<file path="src/rtl/lsu_unit_pkg.sv">
// Shared types for the load/store unit: access size and controller state.
package lsu_unit_pkg;

   typedef enum logic [1:0] {
      LSU_B = 2'd0,
      LSU_H = 2'd1,
      LSU_W = 2'd2
   } lsu_type;

   typedef enum logic [1:0] {
      LSU_IDLE        = 2'd0,
      LSU_WAIT_GNT    = 2'd1,
      LSU_WAIT_RVALID = 2'd2,
      LSU_RESP        = 2'd3
   } lsu_state;

endpackage

</file>
<file path="src/rtl/lsu_unit_align.sv">
// Lane alignment for the LSU: byte enables, store replication, load extract/extend
// and misalignment detection. Purely combinational.
module lsu_align
   import lsu_unit_pkg::*;
(
   input  lsu_type     type_i,
   input  logic [1:0]  off_i,
   input  logic        sext_i,
   input  logic [31:0] wdata_i,
   input  logic [31:0] rdata_i,
   output logic [3:0]  be_o,
   output logic [31:0] wdata_o,
   output logic [31:0] rdata_o,
   output logic        misaligned_o
);

   logic [31:0] w_shift;

   always_comb begin
      w_shift      = rdata_i >> {off_i, 3'b000};
      be_o         = 4'b0000;
      wdata_o      = wdata_i;
      rdata_o      = rdata_i;
      misaligned_o = 1'b0;
      case (type_i)
         LSU_B: begin
            be_o    = 4'b0001 << off_i;
            wdata_o = {4{wdata_i[7:0]}};
            rdata_o = {{24{sext_i & w_shift[7]}}, w_shift[7:0]};
         end
         LSU_H: begin
            be_o         = 4'b0011 << off_i;
            wdata_o      = {2{wdata_i[15:0]}};
            rdata_o      = {{16{sext_i & w_shift[15]}}, w_shift[15:0]};
            misaligned_o = off_i[0];
         end
         LSU_W: begin
            be_o         = 4'b1111;
            misaligned_o = (off_i != 2'b00);
         end
         // An undefined size code is reported as an error rather than touching memory.
         default: misaligned_o = 1'b1;
      endcase
   end

endmodule

</file>
<file path="src/rtl/lsu_unit.sv">
// Load/store unit: one request/grant/rvalid transaction at a time on the data port,
// returning aligned and extended load data to the register-file write path.
//
// state           | meaning
// ----------------+-----------------------------------------------------------
// LSU_IDLE        | ready for a request; latches the access on req_i
// LSU_WAIT_GNT    | data_req_o high, address/be/wdata held until grant
// LSU_WAIT_RVALID | request granted, waiting for the response
// LSU_RESP        | one-cycle done_o pulse with err_o / rf_we_o
module lsu_unit
   import lsu_unit_pkg::*;
#(
   parameter int ADDR_W = 32,
   parameter int DATA_W = 32
) (
   input  logic              clk_i,
   input  logic              rst_i,
   input  logic              req_i,
   output logic              ready_o,
   input  logic              we_i,
   input  lsu_type           type_i,
   input  logic              sext_i,
   input  logic [ADDR_W-1:0] addr_i,
   input  logic [DATA_W-1:0] wdata_i,
   input  logic [4:0]        rf_waddr_i,
   output logic              data_req_o,
   input  logic              data_gnt_i,
   input  logic              data_rvalid_i,
   input  logic              data_err_i,
   output logic [ADDR_W-1:0] data_addr_o,
   output logic              data_we_o,
   output logic [3:0]        data_be_o,
   output logic [DATA_W-1:0] data_wdata_o,
   input  logic [DATA_W-1:0] data_rdata_i,
   output logic              rf_we_o,
   output logic [4:0]        rf_waddr_o,
   output logic [DATA_W-1:0] rf_wdata_o,
   output logic              done_o,
   output logic              err_o
);

   lsu_state          r_state;
   logic              r_ready;
   logic              r_data_req;
   logic              r_done;
   logic              r_err;
   logic              r_rf_we;
   logic              r_we;
   lsu_type           r_type;
   logic              r_sext;
   logic [ADDR_W-1:0] r_addr;
   logic [DATA_W-1:0] r_wdata;
   logic [4:0]        r_waddr;
   logic [DATA_W-1:0] r_rdata;

   lsu_type           w_type;
   logic [1:0]        w_off;
   logic [3:0]        w_be;
   logic [DATA_W-1:0] w_wdata;
   logic [DATA_W-1:0] w_rdata;
   logic              w_misaligned;

   // Misalignment must be judged on the incoming request at accept time;
   // afterwards everything comes from the latched copy.
   assign w_type = (r_state == LSU_IDLE) ? type_i : r_type;
   assign w_off  = (r_state == LSU_IDLE) ? addr_i[1:0] : r_addr[1:0];

   lsu_align u_align (
      .type_i       (w_type),
      .off_i        (w_off),
      .sext_i       (r_sext),
      .wdata_i      (r_wdata),
      .rdata_i      (r_rdata),
      .be_o         (w_be),
      .wdata_o      (w_wdata),
      .rdata_o      (w_rdata),
      .misaligned_o (w_misaligned)
   );

   always_ff @(posedge clk_i) begin
      if (rst_i) begin
         r_state    <= LSU_IDLE;
         r_ready    <= 1'b1;
         r_data_req <= 1'b0;
         r_done     <= 1'b0;
         r_err      <= 1'b0;
         r_rf_we    <= 1'b0;
         r_we       <= 1'b0;
         r_type     <= LSU_B;
         r_sext     <= 1'b0;
         r_addr     <= '0;
         r_wdata    <= '0;
         r_waddr    <= '0;
         r_rdata    <= '0;
      end else begin
         r_done  <= 1'b0;
         r_err   <= 1'b0;
         r_rf_we <= 1'b0;
         case (r_state)
            LSU_IDLE: begin
               if (req_i) begin
                  r_we    <= we_i;
                  r_type  <= type_i;
                  r_sext  <= sext_i;
                  r_addr  <= addr_i;
                  r_wdata <= wdata_i;
                  r_waddr <= rf_waddr_i;
                  r_ready <= 1'b0;
                  if (w_misaligned) begin
                     r_state <= LSU_RESP;
                     r_done  <= 1'b1;
                     r_err   <= 1'b1;
                  end else begin
                     r_state    <= LSU_WAIT_GNT;
                     r_data_req <= 1'b1;
                  end
               end
            end
            LSU_WAIT_GNT: begin
               if (data_gnt_i) begin
                  r_state    <= LSU_WAIT_RVALID;
                  r_data_req <= 1'b0;
               end
            end
            LSU_WAIT_RVALID: begin
               if (data_rvalid_i) begin
                  r_state <= LSU_RESP;
                  r_rdata <= data_rdata_i;
                  r_done  <= 1'b1;
                  r_err   <= data_err_i;
                  r_rf_we <= ~r_we & ~data_err_i;
               end
            end
            LSU_RESP: begin
               r_state <= LSU_IDLE;
               r_ready <= 1'b1;
            end
            default: begin
               r_state <= LSU_IDLE;
               r_ready <= 1'b1;
            end
         endcase
      end
   end

   // Bus-side signals are only driven while a request is outstanding.
   assign ready_o      = r_ready;
   assign data_req_o   = r_data_req;
   assign data_addr_o  = r_data_req ? {r_addr[ADDR_W-1:2], 2'b00} : '0;
   assign data_we_o    = r_data_req & r_we;
   assign data_be_o    = r_data_req ? w_be : 4'b0000;
   assign data_wdata_o = r_data_req ? w_wdata : '0;
   assign rf_we_o      = r_rf_we;
   assign rf_waddr_o   = r_waddr;
   assign rf_wdata_o   = w_rdata;
   assign done_o       = r_done;
   assign err_o        = r_err;

endmodule

</file>
<file path="config.mk">
export PLATFORM = sky130hd
export DESIGN_NAME = lsu_unit
export DESIGN_NICKNAME = d
export VERILOG_FILES = /design/src/rtl/lsu_unit_pkg.sv /design/src/rtl/lsu_unit_align.sv /design/src/rtl/lsu_unit.sv
export SDC_FILE = /design/constraint.sdc
export NUM_CORES = 1
export LEC_CHECK = 0
export BUFFER_PORTS_ARGS = -buffer_cell sky130_fd_sc_hd__clkbuf_2
export CORE_ASPECT_RATIO = 0.6
export CORE_UTILIZATION = 50
export CTS_CLUSTER_DIAMETER = 80
export CTS_CLUSTER_SIZE = 24
export DETAILED_ROUTE_END_ITERATION = 8
export HOLD_SLACK_MARGIN = 0.15
export PLACE_DENSITY = 0.82
export SYNTH_ARGS = -nofsm -noshare
export SYNTH_HDL_FRONTEND = slang
export SYNTH_HIERARCHICAL = 1
export SYNTH_SLANG_ARGS = --single-unit
</file>
<file path="constraint.sdc">
create_clock -name clk_i -period 7.2 [get_ports clk_i]
set_input_delay 0.72 -clock clk_i [delete_from_list [all_inputs] [get_ports clk_i]]
set_output_delay 0.72 -clock clk_i [all_outputs]
set_load 0.02 [all_outputs]
</file>
* Yosys cells after proc, flatten, opt, wreduce, memory -nomap -nowiden
Cells that the tools add are included.
** Word-level totals
- Bits in registers :: 112
- Input bits :: 111
- Output and inout port bits :: 111
** Operators by class
- Eq/ne operators :: 9
- Shift-type cells :: 3
- Mux-type cells :: 26
- Bitwise logic cells :: 8
- Reduce and logical (&&, ||, !) cells :: 11
** Operator list (number)
- one-hot mux 32 bit (2 select lines) :: 2
- 2-to-1 mux 32 bit :: 2
- >> shifter 32 x 5 -> 16 bit :: 1
- 2-to-1 mux 2 bit :: 6
- one-hot mux 4 bit (3 select lines) :: 1
- 2-to-1 mux 1 bit :: 8
- inequality test 2 bit, second input constant :: 4
- one-hot mux 1 bit (2 select lines) :: 4
- one-hot mux 2 bit (4 select lines) :: 1
- == test 2 bit, second input constant :: 3
- AND reduction 2 bit :: 3
- nonzero test 2 bit :: 3
- AND 1 bit :: 4
- == test 2 x 1 -> 1 bit, second input constant :: 2
- logical NOT 2 bit :: 2
- 2-to-1 mux 4 bit :: 1
- inverter 1 bit :: 4
- AND reduction 4 bit :: 1
- << shifter 1 x 2 -> 4 bit, first input constant :: 1
- << shifter 2 x 2 -> 4 bit, first input constant :: 1
- one-hot mux 1 bit (3 select lines) :: 1
- AND reduction 3 bit :: 1
- OR reduction 3 bit :: 1

* Logic depth before layout (Yosys ltp)
- Word-level depth :: 7
- Mapped depth :: 11
- Depth with buffers taken out :: 8

* Hierarchy
Netlist, hierarchy kept.
** By module, submodules not included
- lsu_unit :: instances 1, cells an instance 581, area each 4493.1 um2, sequential area each 2242.2 um2
- lsu_align :: instances 1, cells an instance 190, area each 1232.4 um2, sequential area each 0.0 um2

* Worst setup path before layout
OpenSTA, ideal clock, no wires.
- Kind :: register to output
- From :: reg r_state[0]
- To :: out rf_wdata_o[10]
- Arrival time :: 2390 ps
- Slack :: 4090 ps
- Cell stages (with the launch flop) :: 10
- Buffers on the path :: 2
- Cells stage by stage :: dfxtp_1 -> inv_1 -> ha_1 -> buf_6 -> mux2_2 -> buf_6 -> mux4_2 -> and2_1 -> nor2_4 -> o31ai_1
** On the way
- Longest elaborated chain between the ends :: 5
- Elaborated cells between the ends (all ways) :: 8
- Those cells by class :: eq/ne (1); shift (1); mux (3); bitwise (1); reduce/logical (2)
** Ends and longest elaborated chain
- start: declaration :: RTL line lsu_unit.sv:42 : lsu_state r_state;
- start signal: assignment :: RTL line lsu_unit.sv:82 : r_state <= LSU_IDLE;
- start signal: assignment :: RTL line lsu_unit.sv:110 : r_state <= LSU_RESP;
- start signal: assignment :: RTL line lsu_unit.sv:114 : r_state <= LSU_WAIT_GNT;
- logical NOT 2 bit (*) :: RTL line lsu_unit.sv:66 : assign w_off = (r_state == LSU_IDLE) ? addr_i[1:0] : r_addr[1:0];
- 2-to-1 mux 2 bit (*) :: RTL line lsu_unit.sv:66
- via w_off[0] :: RTL line lsu_unit.sv:57 : logic [1:0] w_off;
- >> shifter 32 x 5 -> 16 bit (*) :: RTL line lsu_unit_align.sv:20 : w_shift = rdata_i >> {off_i, 3'b000};
- AND 1 bit :: RTL line lsu_unit_align.sv:29 : rdata_o = {{24{sext_i & w_shift[7]}}, w_shift[7:0]};
- one-hot mux 32 bit (2 select lines) (*) :: RTL line lsu_unit_align.sv:25 : case (type_i)
- end: declaration :: RTL line lsu_unit.sv:37 : output logic [DATA_W-1:0] rf_wdata_o,
Mark *: on every way through the listed nets, which the timed path passes. The rest lies on a longest branch.

* Final worst setup path
- From :: reg r_state[1]
- To :: out data_wdata_o[12]
** On the way
- Longest elaborated chain between the ends :: 5
- Elaborated cells between the ends (all ways) :: 6
- Those cells by class :: eq/ne (1); mux (3); reduce/logical (2)
** Ends and longest elaborated chain
- logical NOT 2 bit (*) :: RTL line lsu_unit.sv:65 : assign w_type = (r_state == LSU_IDLE) ? type_i : r_type;
- 2-to-1 mux 2 bit (*) :: RTL line lsu_unit.sv:65
- via w_type[1] :: RTL line lsu_unit.sv:56 : lsu_type w_type;
- == test 2 x 1 -> 1 bit or logical NOT 2 bit (tied branches) :: RTL line lsu_unit_align.sv:25
- one-hot mux 32 bit (2 select lines) (*) :: RTL line lsu_unit_align.sv:25
- via w_wdata[12] :: RTL line lsu_unit.sv:59 : logic [DATA_W-1:0] w_wdata;
- 2-to-1 mux 32 bit (*) :: RTL line lsu_unit.sv:152 : assign data_wdata_o = r_data_req ? w_wdata : '0;
- end: declaration :: RTL line lsu_unit.sv:33 : output logic [DATA_W-1:0] data_wdata_o,
Marks and branches as above.

==> impl_metrics.csv <==
group,metric,value,unit
routing,drtAntennaViolNets,0,
clock_tree,ctsLongestPathBuffers,2,
run,max_cap_viol_count,0,
power_and_ir_drop,power,2.21,mW
yosys,synth.avg_cell_area,7.43,µm²
yosys,yosysTopAreaCell,"dfxtp_1",
routing,wirelength,15800,µm
yosys,ys_warn_count,6,
floorplan,start_util,0.528,
placed_design,port_buffers,219,
power_and_ir_drop,vdd_drop_max,0.200,mV
worst_setup_path,worstPathRequired,6480,ps
cells_and_area,multiInputGateArea,0.00311,mm²
global_route,grt_pass1_wl,25100,µm
sta,fin_crit,4100,ps
floorplan,die_h,84.9,µm
floorplan,num_rows,29,
cells_and_area,drive_above_1_share,0.293,
sta,skew,7.06,ps
routing,via_count,5670,
global_route,first_global_vias,5001,
routing,wl_met1,7290,µm
worst_setup_path,cp-start-kind,"flip-flop",
placed_design,place_hpwl,11200,µm
sta,max_clock_freq,0.244,GHz
routing,top_layer,"met4",
sta,slew_headroom,0.212,
global_route,antenna_found_initial,0,
worst_setup_path,crit_arrival,3380,ps
yosys,synth-main-ff-cell,"dfxtp_1",
clock_tree,cts_resized,0,
routing,drtIter0Drc,412,
cells_and_area,diodes,0,
min_path,min_path_type,"flip-flop to flip-flop",
global_route,grt_overflow,0,
status,outcome,"finished, final reports clean",
clock_tree,postCtsHoldBufs,0,
yosys,synth.top_cell.area_share,0.392,
floorplan,coreArea,0.0108,mm²
routing,wire_per_inst,14.6,µm
yosys,synth-edff-count,0,
floorplan,design.portCount,222,
clock_tree,root_buffer,"clkbuf_16",
worst_setup_path,end_kind,"output port",
sta,worst_slew_pin_slew,1180,ps
yosys,synthDistinctLibCells,38,
global_route,gr-usage-all-layers,0.266,
yosys,synthCells,771,
clock_tree,clk_latency,340,ps
routing,firstDrtPassIters,5,
sta,period_share,0.570,
worst_setup_path,path_class,"flip-flop to output port",
power_and_ir_drop,power.static_leakage,3.19,nW
clock_tree,cts_inserted_buffers,9,
placed_design,place_congestion,0.917,
routing,wl_met3,1500,µm
global_route,grt_max_degree,112,
routing,routed_via_density,5.26,
sta,setup_tns,0,ps
cells_and_area,nets,1051,
clock_tree,clk_pin_slew,80,ps
clock_tree,cts_setup_buffers,0,
power_and_ir_drop,powerDensity,316,mW/mm²
cells_and_area,regArea,0.00224,mm²
sta,grt_setup_unrepaired,"false",
clock_tree,clock_sinks,112,
yosys,yosys-top-cells-area,"dfxtp_1 39%, nand2_1 18%, a21oi_1 9.9%",
clock_tree,h-tree-depth,3,
worst_setup_path,crit_fanout,72,
sta,setup_viol,0,
sta,worst_hold_slack,450,ps
yosys,synthArstFlopShare,0,
sta,slew_violations,0,
yosys,synth-seq-cells,112,
clock_tree,tritoncts,"built",
floorplan,die_x,140,µm
cells_and_area,synthToLayoutAreaGrowth,22.0,%
routing,dr_wl_met2,6890,µm
yosys,ys_seq_area_frac,0.392,
routing,drc,0,
yosys,synth_area,0.00573,mm²
cells_and_area,final.fill_count,1006,
sta,hold_viol,0,
floorplan,dieArea,0.0119,mm²
-- synth_stat cells, drive strengths merged, types with 2 or more instances --
cell and count:
clkbuf 34, nand2 274, a21oi 113, a221oi 6, a31oi 3, o31ai 7, inv 4, mux2 31
buf 37, o21ai 22, o21bai 2, and2 71, nor2b 3, nor2 10, dfxtp 112, nand2b 4
a22oi 4, ha 6, mux2i 16
-- sequential cells by signal, summed over array words and instances (netlist names) --
name and flops:
r_addr 32, r_rdata 32, r_wdata 32, rf_waddr_o 5, r_state 2, r_type 2, data_req_o 1, done_o 1
err_o 1, r_sext 1, r_we 1, ready_o 1, rf_we_o 1
-- layout make-up --
| cell class | count | area share |
|---|---|---|
| inverters | 5 | 0.00269 |
| flip-flops and latches | 112 | 0.321 |
| clock buffers | 10 | 0.0342 |
| multi-input cells | 584 | 0.446 |
| clock inverters | 6 | 0.0108 |
| repair buffers | 222 | 0.161 |
| well taps | 139 | 0.0249 |
-- placed cells by master (no fill, tap or decap), types with 2 or more instances in the layout --
master	count
a21oi_1	113
a221oi_1	6
a22oi_1	4
a31oi_1	3
and2_1	70
buf_4	4
clkbuf_16	9
clkbuf_2	218
clkinv_4	2
conb_1	2
dfxtp_1	111
ha_1	6
inv_1	4
mux2_2	30
mux2i_1	16
nand2_1	273
nand2b_1	4
nor2_1	9
nor2b_1	3
o21ai_0	20
o21ai_1	2
o21bai_1	2
o31ai_1	7
-- final timing paths --
| check | slack, ps | depth (start not counted) | startpoint | to |
|---|---|---|---|---|
| setup reg to reg | 4370 | 8 | r_state[0] | data_req_o |
| hold / removal | 450 | 2 | r_addr[19] | r_addr[19] |
| setup / recovery | 3100 | 8 | r_state[1] | data_wdata_o[12] |
| hold reg to reg | 450 | 2 | r_addr[19] | r_addr[19] |
-- critical path: stages (launching register included) --
cell      delay [ps]
dfxtp_1          350
inv_1            110
ha_1             410
mux2_2           380
buf_4            330
nor2_1           720
mux2_2           410
and2_1           150
clkbuf_2         150
-- layer usage --
layer	GRT usage	vias up
met3	0.0694	8
met4	0.0500	0
met5	0	-
li1	-	2832
met1	0.387	2580
met2	0.397	250
-- where the power goes --
part	internal, mW	switching, mW
clock network	0.285	0.234
logic	0.302	0.544
registers	0.724	0.118
-- cell families (layout without fill, tap and decap cells) --
family,count (synthesis),after routing,synth area share
and+or+nand+nor,367,367,0.279
other,1,2,0.000655
adders and majority gates,6,6,0.0131
buffers and inverters,76,243,0.0658
DFF,112,112,0.392
muxes,48,48,0.0929
AOI/OAI and AO/OA,161,161,0.157
-- through the flow --
step	worst slack, ps	area [µm²]	instances	util
4_1_cts	3090	6980	1078	0.644
3_5_place_dp	3480	6670	1062	0.615
6_report	3100	6980	1078	0.644
2_1_floorplan	4090	5730	772	-
5_1_grt	2880	6980	1078	0.644
3_3_place_gp	3580	6670	1062	0.615
(Power assumes the default switching activity.)
